`src/rtl/rr_mux_arbiter.sv`:
```
// 4-requester round-robin arbiter driving a 4:1 data mux into a one-entry valid/ready output register.
// Optional macro ARB_LOCK_EN: grant is held across beats until in_last, adding in_last/out_last ports.
//
// state | meaning
// IDLE  | no grant active; picks the next winner when any in_valid is set
// BUSY  | grant held; winner's word is accepted when the output stage can take it
module rr_mux_arbiter #(
  parameter int DW = 8
) (
  input  logic            clk,
  input  logic            rst_n,
  input  logic [3:0]      in_valid,
  input  logic [4*DW-1:0] in_data,
  output logic [3:0]      in_ready,
`ifdef ARB_LOCK_EN
  input  logic [3:0]      in_last,
  output logic            out_last,
`endif
  output logic            out_valid,
  input  logic            out_ready,
  output logic [DW-1:0]   out_data,
  output logic [1:0]      out_sel,
  output logic            busy
);

  typedef enum logic {IDLE, BUSY} state_t;

  state_t        state_q, state_d;
  logic [1:0]    ptr_q, ptr_d;
  logic [1:0]    grant_q, grant_d;
  logic          out_valid_q, out_valid_d;
  logic [DW-1:0] out_data_q, out_data_d;
`ifdef ARB_LOCK_EN
  logic          out_last_q, out_last_d;
`endif

  logic [1:0]    winner;
  logic          found;
  logic          ready_ok;
  logic          accept;
  logic [DW-1:0] mux_lo, mux_hi, mux_out;

  // Scan starts at ptr so the most recently served requester is checked last.
  always_comb begin
    winner = ptr_q;
    found  = 1'b0;
    for (int i = 0; i < 4; i++) begin
      if (!found && in_valid[ptr_q + 2'(i)]) begin
        winner = ptr_q + 2'(i);
        found  = 1'b1;
      end
    end
  end

  // Three 2:1 stages: grant bit0 picks within each pair, bit1 picks the pair.
  assign mux_lo  = grant_q[0] ? in_data[1*DW +: DW] : in_data[0*DW +: DW];
  assign mux_hi  = grant_q[0] ? in_data[3*DW +: DW] : in_data[2*DW +: DW];
  assign mux_out = grant_q[1] ? mux_hi : mux_lo;

  assign ready_ok = rst_n && (state_q == BUSY) && (!out_valid_q || out_ready);
  assign in_ready = ready_ok ? (4'b0001 << grant_q) : 4'b0000;
  assign accept   = ready_ok && in_valid[grant_q];

  always_comb begin
    state_d     = state_q;
    ptr_d       = ptr_q;
    grant_d     = grant_q;
    out_valid_d = out_valid_q;
    out_data_d  = out_data_q;
`ifdef ARB_LOCK_EN
    out_last_d  = out_last_q;
`endif

    case (state_q)
      IDLE: begin
        if (|in_valid) begin
          grant_d = winner;
          state_d = BUSY;
        end
      end
      BUSY: begin
`ifdef ARB_LOCK_EN
        if (accept && in_last[grant_q]) begin
          ptr_d   = grant_q + 2'd1;
          state_d = IDLE;
        end
`else
        if (accept) begin
          ptr_d   = grant_q + 2'd1;
          state_d = IDLE;
        end else if (!in_valid[grant_q]) begin
          state_d = IDLE;
        end
`endif
      end
      default: state_d = IDLE;
    endcase

    // A load wins over a drain, so both together keep out_valid high with no bubble.
    if (accept) begin
      out_valid_d = 1'b1;
      out_data_d  = mux_out;
`ifdef ARB_LOCK_EN
      out_last_d  = in_last[grant_q];
`endif
    end else if (out_valid_q && out_ready) begin
      out_valid_d = 1'b0;
    end
  end

  always_ff @(posedge clk) begin
    if (!rst_n) begin
      state_q     <= IDLE;
      ptr_q       <= 2'd0;
      grant_q     <= 2'd0;
      out_valid_q <= 1'b0;
      out_data_q  <= '0;
`ifdef ARB_LOCK_EN
      out_last_q  <= 1'b0;
`endif
    end else begin
      state_q     <= state_d;
      ptr_q       <= ptr_d;
      grant_q     <= grant_d;
      out_valid_q <= out_valid_d;
      out_data_q  <= out_data_d;
`ifdef ARB_LOCK_EN
      out_last_q  <= out_last_d;
`endif
    end
  end

  assign out_valid = out_valid_q;
  assign out_data  = out_data_q;
  assign out_sel   = grant_q;
  assign busy      = (state_q == BUSY);
`ifdef ARB_LOCK_EN
  assign out_last  = out_last_q;
`endif

endmodule
```
`config.mk`:
```
export PLATFORM = sky130hd
export DESIGN_NAME = rr_mux_arbiter
export DESIGN_NICKNAME = d
export VERILOG_FILES = /design/src/rtl/rr_mux_arbiter.sv
export SDC_FILE = /design/constraint.sdc
export NUM_CORES = 1
export LEC_CHECK = 0
export BUFFER_PORTS_ARGS = -buffer_cell sky130_fd_sc_hd__buf_2
export CAP_MARGIN = 10
export CORE_UTILIZATION = 42
export CTS_CLUSTER_DIAMETER = 60
export DETAILED_ROUTE_END_ITERATION = 10
export GPL_TIMING_DRIVEN = 1
export PLACE_DENSITY = 0.78
export SLEW_MARGIN = 20
export SYNTH_ARGS = -nofsm -noshare
export SYNTH_HDL_FRONTEND = slang
export SYNTH_SLANG_ARGS = --single-unit
```
`constraint.sdc`:
```
create_clock -name clk -period 2 [get_ports clk]
set_clock_uncertainty 0.2 [all_clocks]
set_input_delay 0.4 -clock clk [delete_from_list [all_inputs] [get_ports clk]]
set_output_delay 0.4 -clock clk [all_outputs]
set_load 0.005 [all_outputs]
```
==> results of run 1 <==
[synth_stat cells, drive strengths merged (2+ instances only)]
library cell | number | area [sq um]
nand2 | 22 | 82.6
o21ai | 15 | 78.8
dfxtp | 14 | 280
mux4 | 9 | 203
inv | 6 | 22.5
and2 | 4 | 25.0
buf | 4 | 31.3
ha | 4 | 50.1
nor2 | 3 | 11.3
a21boi | 2 | 15.0
nor3 | 2 | 10.0
[power breakdown]
| part | internal, mW | leakage [nW] | total [mW] | switching, mW |
|---|---|---|---|---|
| clock | 0.111 | 0.0210 | 0.200 | 0.0891 |
| sequential | 0.307 | 0.115 | 0.334 | 0.0271 |
| combinational | 0.128 | 0.451 | 0.223 | 0.0950 |
| total | 0.546 | 0.587 | 0.757 | 0.211 |
[per-layer routing]
| metal | GRT usage, % | vias to the layer above |
|---|---|---|
| met5 | 0 | - |
| met4 | 12.7 | 0 |
| li1 | - | 462 |
| met3 | 5.03 | 7 |
| met1 | 21.2 | 420 |
| met2 | 42.0 | 34 |
[final timing paths]
| check | from | to | slack (ns) | cells after the start |
|---|---|---|---|---|
| setup / recovery | out_sel[0]$_SDFFE_PN0P_ | in_ready[2] | 0.11 | 5 |
| hold / removal | out_data[4]$_SDFFE_PN0P_ | out_data[4]$_SDFFE_PN0P_ | 0.25 | 2 |
| setup reg to reg | out_sel[0]$_SDFFE_PN0P_ | ptr_q[1]$_SDFFE_PN0P_ | 0.36 | 4 |
| hold reg to reg | out_data[4]$_SDFFE_PN0P_ | out_data[4]$_SDFFE_PN0P_ | 0.25 | 2 |
[state kept, by name (all words and copies together), names as in the netlist]
| register | count |
|---|---|
| out_data | 8 |
| out_valid | 1 |
| ptr_q | 2 |
| out_sel | 2 |
| busy | 1 |
[cell families (layout without fill, tap and decap cells)]
group | count (synthesis) | count (layout) | synth area share, %
simple gates | 38 | 38 | 19.7
compound gates | 21 | 21 | 13.6
flops | 14 | 14 | 31.1
buf+inv | 11 | 68 | 6.38
mux | 10 | 10 | 23.7
fa+ha+maj | 4 | 4 | 5.55
[cell usage in the layout, fill, tap and decap left out]
cell / count
nand2b_1: 1
nor2b_1: 1
o21ai_0: 13
and2_1: 4
a21boi_0: 2
and2b_1: 1
clkbuf_4: 3
buf_6: 1
a211o_1: 1
dfxtp_2: 2
nor2_1: 3
a21oi_1: 1
o21ai_2: 1
dfxtp_1: 12
a31oi_1: 1
and4_4: 1
and3_1: 1
o21ai_1: 1
nor3_1: 2
buf_4: 3
nor4_1: 1
a221oi_1: 1
mux4_2: 9
nand2_1: 22
clkbuf_8: 1
ha_1: 4
inv_1: 6
mux2_2: 1
buf_2: 54
nand3_1: 1
[layout make-up]
type | count | area share [%]
multi-input cells | 73 | 45.4
clock buffers | 4 | 2.92
flip-flops and latches | 14 | 22.7
well taps | 27 | 2.72
repair buffers | 58 | 24.4
inverters | 6 | 1.81
[repair_timing]
action,in CTS,in global routing
setup endpoints to repair,1,2
setup buffers,0,0
resized for setup,1,2
[worst max-delay path, cell delays in order, from the launching register on]
cell     delay (ns)
dfxtp_2        0.37
buf_6          0.14
inv_1          0.07
ha_1           0.19
and2_1         0.13
buf_2          0.12
==> results.py, run 1 <==
metrics = {
    "outcome": {
        "status": "completed",
    },
    "timing": {
        "fin_crit_sh_pct": 94.7,
        "tightest_slew_ns": 0.311,
        "setup_viol": 0,
        "timing.final.ws_setup_ns": 0.105,
        "slew_headroom_pct": 79.1,
        "holdWs_ns": 0.252,
        "rsz0062_at_grt": "no",
        "period_minus_slack_ns": 1.89,
        "tns_ns": 0,
        "finalHoldViolCount": 0,
        "final_max_slew_viol_count": 0,
        "max_freq_ghz": 0.528,
    },
    "worst_setup_path": {
        "crit_fanout": 6,
        "critPathCaptureType": "output port",
        "cp.arrival_ns": 1.29,
        "startpoint_type": "register",
        "required_ns": 1.40,
        "worstSetupPathType": "register to output port",
    },
    "drt": {
        "totalWireLength_um": 2210,
        "wl_met2_um": 1220,
        "dr_wl_met3_um": 104,
        "ant_nets": 0,
        "remaining_drc_errors": 0,
        "drt-met1-wl_um": 822,
        "vias": 923,
        "via_per_inst": 5.07,
        "top_layer": "met4",
        "drt_iter0_markers": 5,
        "wl_per_cell_um": 12.1,
        "dr.pass1.iters": 4,
    },
    "clock_tree": {
        "ctsRootBufferMaster": "clkbuf_4",
        "clock_sinks": 14,
        "cts_made_buffers": 3,
        "cts_tree": "done",
        "clk_pin_slew_ns": 0.08,
        "cts-hold-fix-buffers": 0,
        "cts.path.max_buffers": 2,
        "insertion_delay_ns": 0.28,
        "htreeDepth": 1,
    },
    "placement": {
        "dp_slack_ns": 0.190,
        "place_hpwl_um": 1800,
        "globalplace.congestion": 0.821,
        "place_inst": 178,
        "post_dp_cell_area_sq_mm": 0.00120,
        "numPortBuffers": 54,
    },
    "power": {
        "p_leak_nw": 0.587,
        "power_density_mw_per_mm2": 609,
        "irDropWorstVdd_mv": 0.335,
        "power_uw": 757,
    },
    "final_layout": {
        "final_area_sq_mm": 0.00124,
        "regArea_sq_um": 283,
        "multiInputGateArea_sq_um": 564,
        "syn2layout_area_growth_pct": 37.9,
        "stdcell_count": 182,
        "nFillCells": 182,
        "fin_util_pct": 62.8,
        "layout-drive-gt1-share_pct": 49.0,
        "antenna_cells": 0,
        "fin_nets": 199,
    },
    "floorplanning": {
        "core_area_sq_mm": 0.00198,
        "die-area_sq_mm": 0.00234,
        "start_util_pct": 45.5,
        "die_h_um": 48.3,
        "ioPinCount": 55,
        "dieWidth_um": 48.3,
        "rows": 16,
    },
    "logic_synthesis": {
        "syn_nets": 141,
        "avgSynthCellArea_sq_um": 9.21,
        "async_reset_ff_share_pct": 0,
        "synth.yosys.seq_area_share_pct": 31.1,
        "syn-instance-count": 98,
        "ys_types": 28,
        "synth-seq-cells": 14,
        "synth_area_sq_um": 902,
        "synth_edf_count": 0,
        "ys.flop_type": "dfxtp_1",
        "synth_warnings": 0,
    },
    "hold_path": {
        "hold_class": "register to register",
    },
    "global_route": {
        "grt_pass1_vias": 967,
        "track_usage_pct": 21.9,
        "grt_max_degree": 20,
        "overflow": 0,
        "grt_pass1_wl_um": 3880,
        "antenna_found_initial": 0,
    },
    "run": {
        "drv_cap": 0,
    },
}
Note: power is estimated with default switching activity, not from simulation.
==> run 2, diff against run 1 <==
--- a/config.mk
+++ b/config.mk
@@ -5,13 +5,14 @@
 export SDC_FILE = /design/constraint.sdc
 export NUM_CORES = 1
 export LEC_CHECK = 0
+export ABC_AREA = 1
 export BUFFER_PORTS_ARGS = -buffer_cell sky130_fd_sc_hd__buf_2
 export CAP_MARGIN = 10
-export CORE_UTILIZATION = 42
+export CORE_UTILIZATION = 45
 export CTS_CLUSTER_DIAMETER = 60
 export DETAILED_ROUTE_END_ITERATION = 10
 export GPL_TIMING_DRIVEN = 1
-export PLACE_DENSITY = 0.78
+export PLACE_DENSITY = 0.79
 export SLEW_MARGIN = 20
 export SYNTH_ARGS = -nofsm -noshare
 export SYNTH_HDL_FRONTEND = slang
==> results.py, run 2 <==
metrics = {
    "global_route": {
        "grt_util_met2_pct": 44.5,
        "grt_pass1_vias": 1227,
        "grt_pass1_wl_um": 5040,
        "grt_busiest_layer": "met2",
        "track_usage_pct": 25.3,
        "grt_max_degree": 17,
        "antenna_found_initial": 0,
        "grt.met3_usage_pct": 4.17,
        "grtUsageMet1_pct": 31.3,
        "overflow": 0,
    },
    "floorplanning": {
        "dieWidth_um": 50.9,
        "die-area_sq_mm": 0.00259,
        "rows": 17,
        "die_h_um": 50.9,
        "core_area_sq_mm": 0.00223,
        "ioPinCount": 55,
        "start_util_pct": 48.2,
    },
    "timing": {
        "slew_headroom_pct": 80.3,
        "tns_ns": 0,
        "final_max_slew_viol_count": 0,
        "fin_crit_sh_pct": 95.7,
        "finalHoldViolCount": 0,
        "max_freq_ghz": 0.522,
        "rsz0062_at_grt": "no",
        "tightest_slew_ns": 0.291,
        "setup_viol": 0,
        "timing.final.ws_setup_ns": 0.0855,
        "holdWs_ns": 0.181,
        "period_minus_slack_ns": 1.91,
    },
    "logic_synthesis": {
        "synth_area_sq_mm": 0.00108,
        "synth_warnings": 0,
        "ys_types": 23,
        "ys.flop_type": "dfxtp_1",
        "yosys-top-cells-area": "dfxtp_1 (26%), nor2_1 (14%), nand2_1 (13%), o21ai_0 (13%), inv_1 (5.9%)",
        "synth.yosys.seq_area_share_pct": 26.0,
        "synth-seq-cells": 14,
        "synthDominantCellAreaShare_pct": 26.0,
        "syn_nets": 227,
        "synthTopCellsByCount": "nor2_1 (39), nand2_1 (38), o21ai_0 (27), inv_1 (17), dfxtp_1 (14)",
        "async_reset_ff_share_pct": 0,
        "yosys.area.top_type": "dfxtp_1",
        "syn-instance-count": 184,
        "yosysMostFrequentCell": "nor2_1",
        "synth_edf_count": 0,
        "avgSynthCellArea_sq_um": 5.85,
    },
    "drt": {
        "dr.pass1.iters": 4,
        "totalWireLength_um": 3000,
        "remaining_drc_errors": 0,
        "ant_nets": 0,
        "vias": 1361,
        "drt_iter0_markers": 30,
        "wl_per_cell_um": 11.1,
        "via_per_inst": 5.04,
    },
    "final_layout": {
        "multiInputGateArea_sq_um": 669,
        "fin_nets": 286,
        "largest_reg_flops": 8,
        "regArea_sq_um": 282,
        "final_common_cell": "buf_2",
        "layout-drive-gt1-share_pct": 31.4,
        "antenna_cells": 0,
        "nFillCells": 237,
        "syn2layout_area_growth_pct": 33.7,
        "final_cell_mix": "buf_2 (54), nor2_1 (39), nand2_1 (38)",
    },
    "clock_tree": {
        "cts_tree": "done",
        "clk_pin_slew_ns": 0.08,
        "htreeDepth": 1,
        "cts.path.max_buffers": 2,
        "cts_made_buffers": 3,
        "clock_sinks": 14,
        "ctsRootBufferMaster": "clkbuf_4",
        "insertion_delay_ns": 0.27,
        "cts-hold-fix-buffers": 0,
    },
    "power": {
        "p_leak_nw": 0.800,
        "irDropWorstVdd_mv": 0.535,
        "power_density_mw_per_mm2": 646,
    },
    "placement": {
        "globalplace.congestion": 0.909,
        "numPortBuffers": 54,
        "place_hpwl_um": 2350,
        "dp_slack_ns": 0.253,
    },
    "outcome": {
        "status": "completed",
    },
    "worst_setup_path": {
        "path_cells": "buf_4, ha_1, inv_1, nor2_1, buf_2",
        "cpPeakStageDelay_ns": 0.41,
        "crit_fanout": 12,
        "required_ns": 1.40,
        "regToRegSetupSlack_ns": 0.29,
        "rr_startpoint": "out_sel[1]$_SDFFE_PN0P_",
        "cp.arrival_ns": 1.31,
        "critPathSlowestCell": "dfxtp_2",
        "cp-startpoint": "out_sel[0]$_SDFFE_PN0P_",
        "startpoint_type": "register",
        "worstSetupPathType": "register to output port",
        "critPathCaptureType": "output port",
    },
    "hold_path": {
        "worstHoldStart": "out_ready",
        "hold_class": "primary input to register",
    },
    "run": {
        "drv_cap": 0,
    },
}
## run 2: power breakdown
| group | internal (mW) | switching, mW |
|---|---|---|
| Clock | 0.111 | 0.0881 |
| Combinational | 0.168 | 0.228 |
| Sequential | 0.308 | 0.0267 |
| Total | 0.586 | 0.343 |
## run 2: worst max-delay path: cells and delay by family, from the launching register on
family / cells / cell delay [ns]
DFF: 1 / 0.41
adders and majority gates: 1 / 0.15
and+or+nand+nor: 1 / 0.11
buffers and inverters: 3 / 0.37
## run 2: cell families (layout without fill, tap and decap cells)
| logic type | Yosys count | in the layout | share of synthesized area (%) |
|---|---|---|---|
| simple gates | 91 | 91 | 34.9 |
| compound gates | 46 | 46 | 22.7 |
| buf+inv | 29 | 87 | 11.7 |
| flops | 14 | 14 | 26.0 |
| fa+ha+maj | 4 | 4 | 4.65 |
## run 2: timing repair
| item | in CTS | in global routing |
|---|---|---|
| setup buffers | 0 | 2 |
| resized for setup | 1 | 1 |
| setup endpoints to repair | 1 | 2 |
## run 2: final cells by class
cell class | count | share of cell area (%)
multi-input cells | 141 | 46.5
repair buffers | 63 | 23.5
flip-flops and latches | 14 | 19.6
inverters | 20 | 5.48
clock buffers | 4 | 2.52
well taps | 28 | 2.43
## run 2: path summary, 6_finish.rpt
kind,cells past startpoint,to
max,5,in_ready[1]
min,4,out_valid$_SDFFE_PN0P_
max reg2reg,8,ptr_q[1]$_SDFFE_PN0P_
min reg2reg,2,out_data[3]$_SDFFE_PN0P_
## run 2: per-layer routing
| metal | vias to the layer above | share of wire [%] |
|---|---|---|
| met4 | 0 | 0.73 |
| met2 | 39 | 49 |
| met3 | 4 | 4.7 |
| li1 | 711 | - |
| met1 | 607 | 46 |
| met5 | - | 0 |
## run 2: per-stage QoR
stage          utilization (%)  total power, mW  cells  cell area (sq um)
6_report                  64.4            0.929    270               1440
5_1_grt                   64.4             1.00    270               1440
4_1_cts                   63.6            0.924    268               1420
3_5_place_dp              61.9            0.721    264               1380
3_3_place_gp              61.9            0.715    264               1380
2_1_floorplan                -            0.588    184               1080
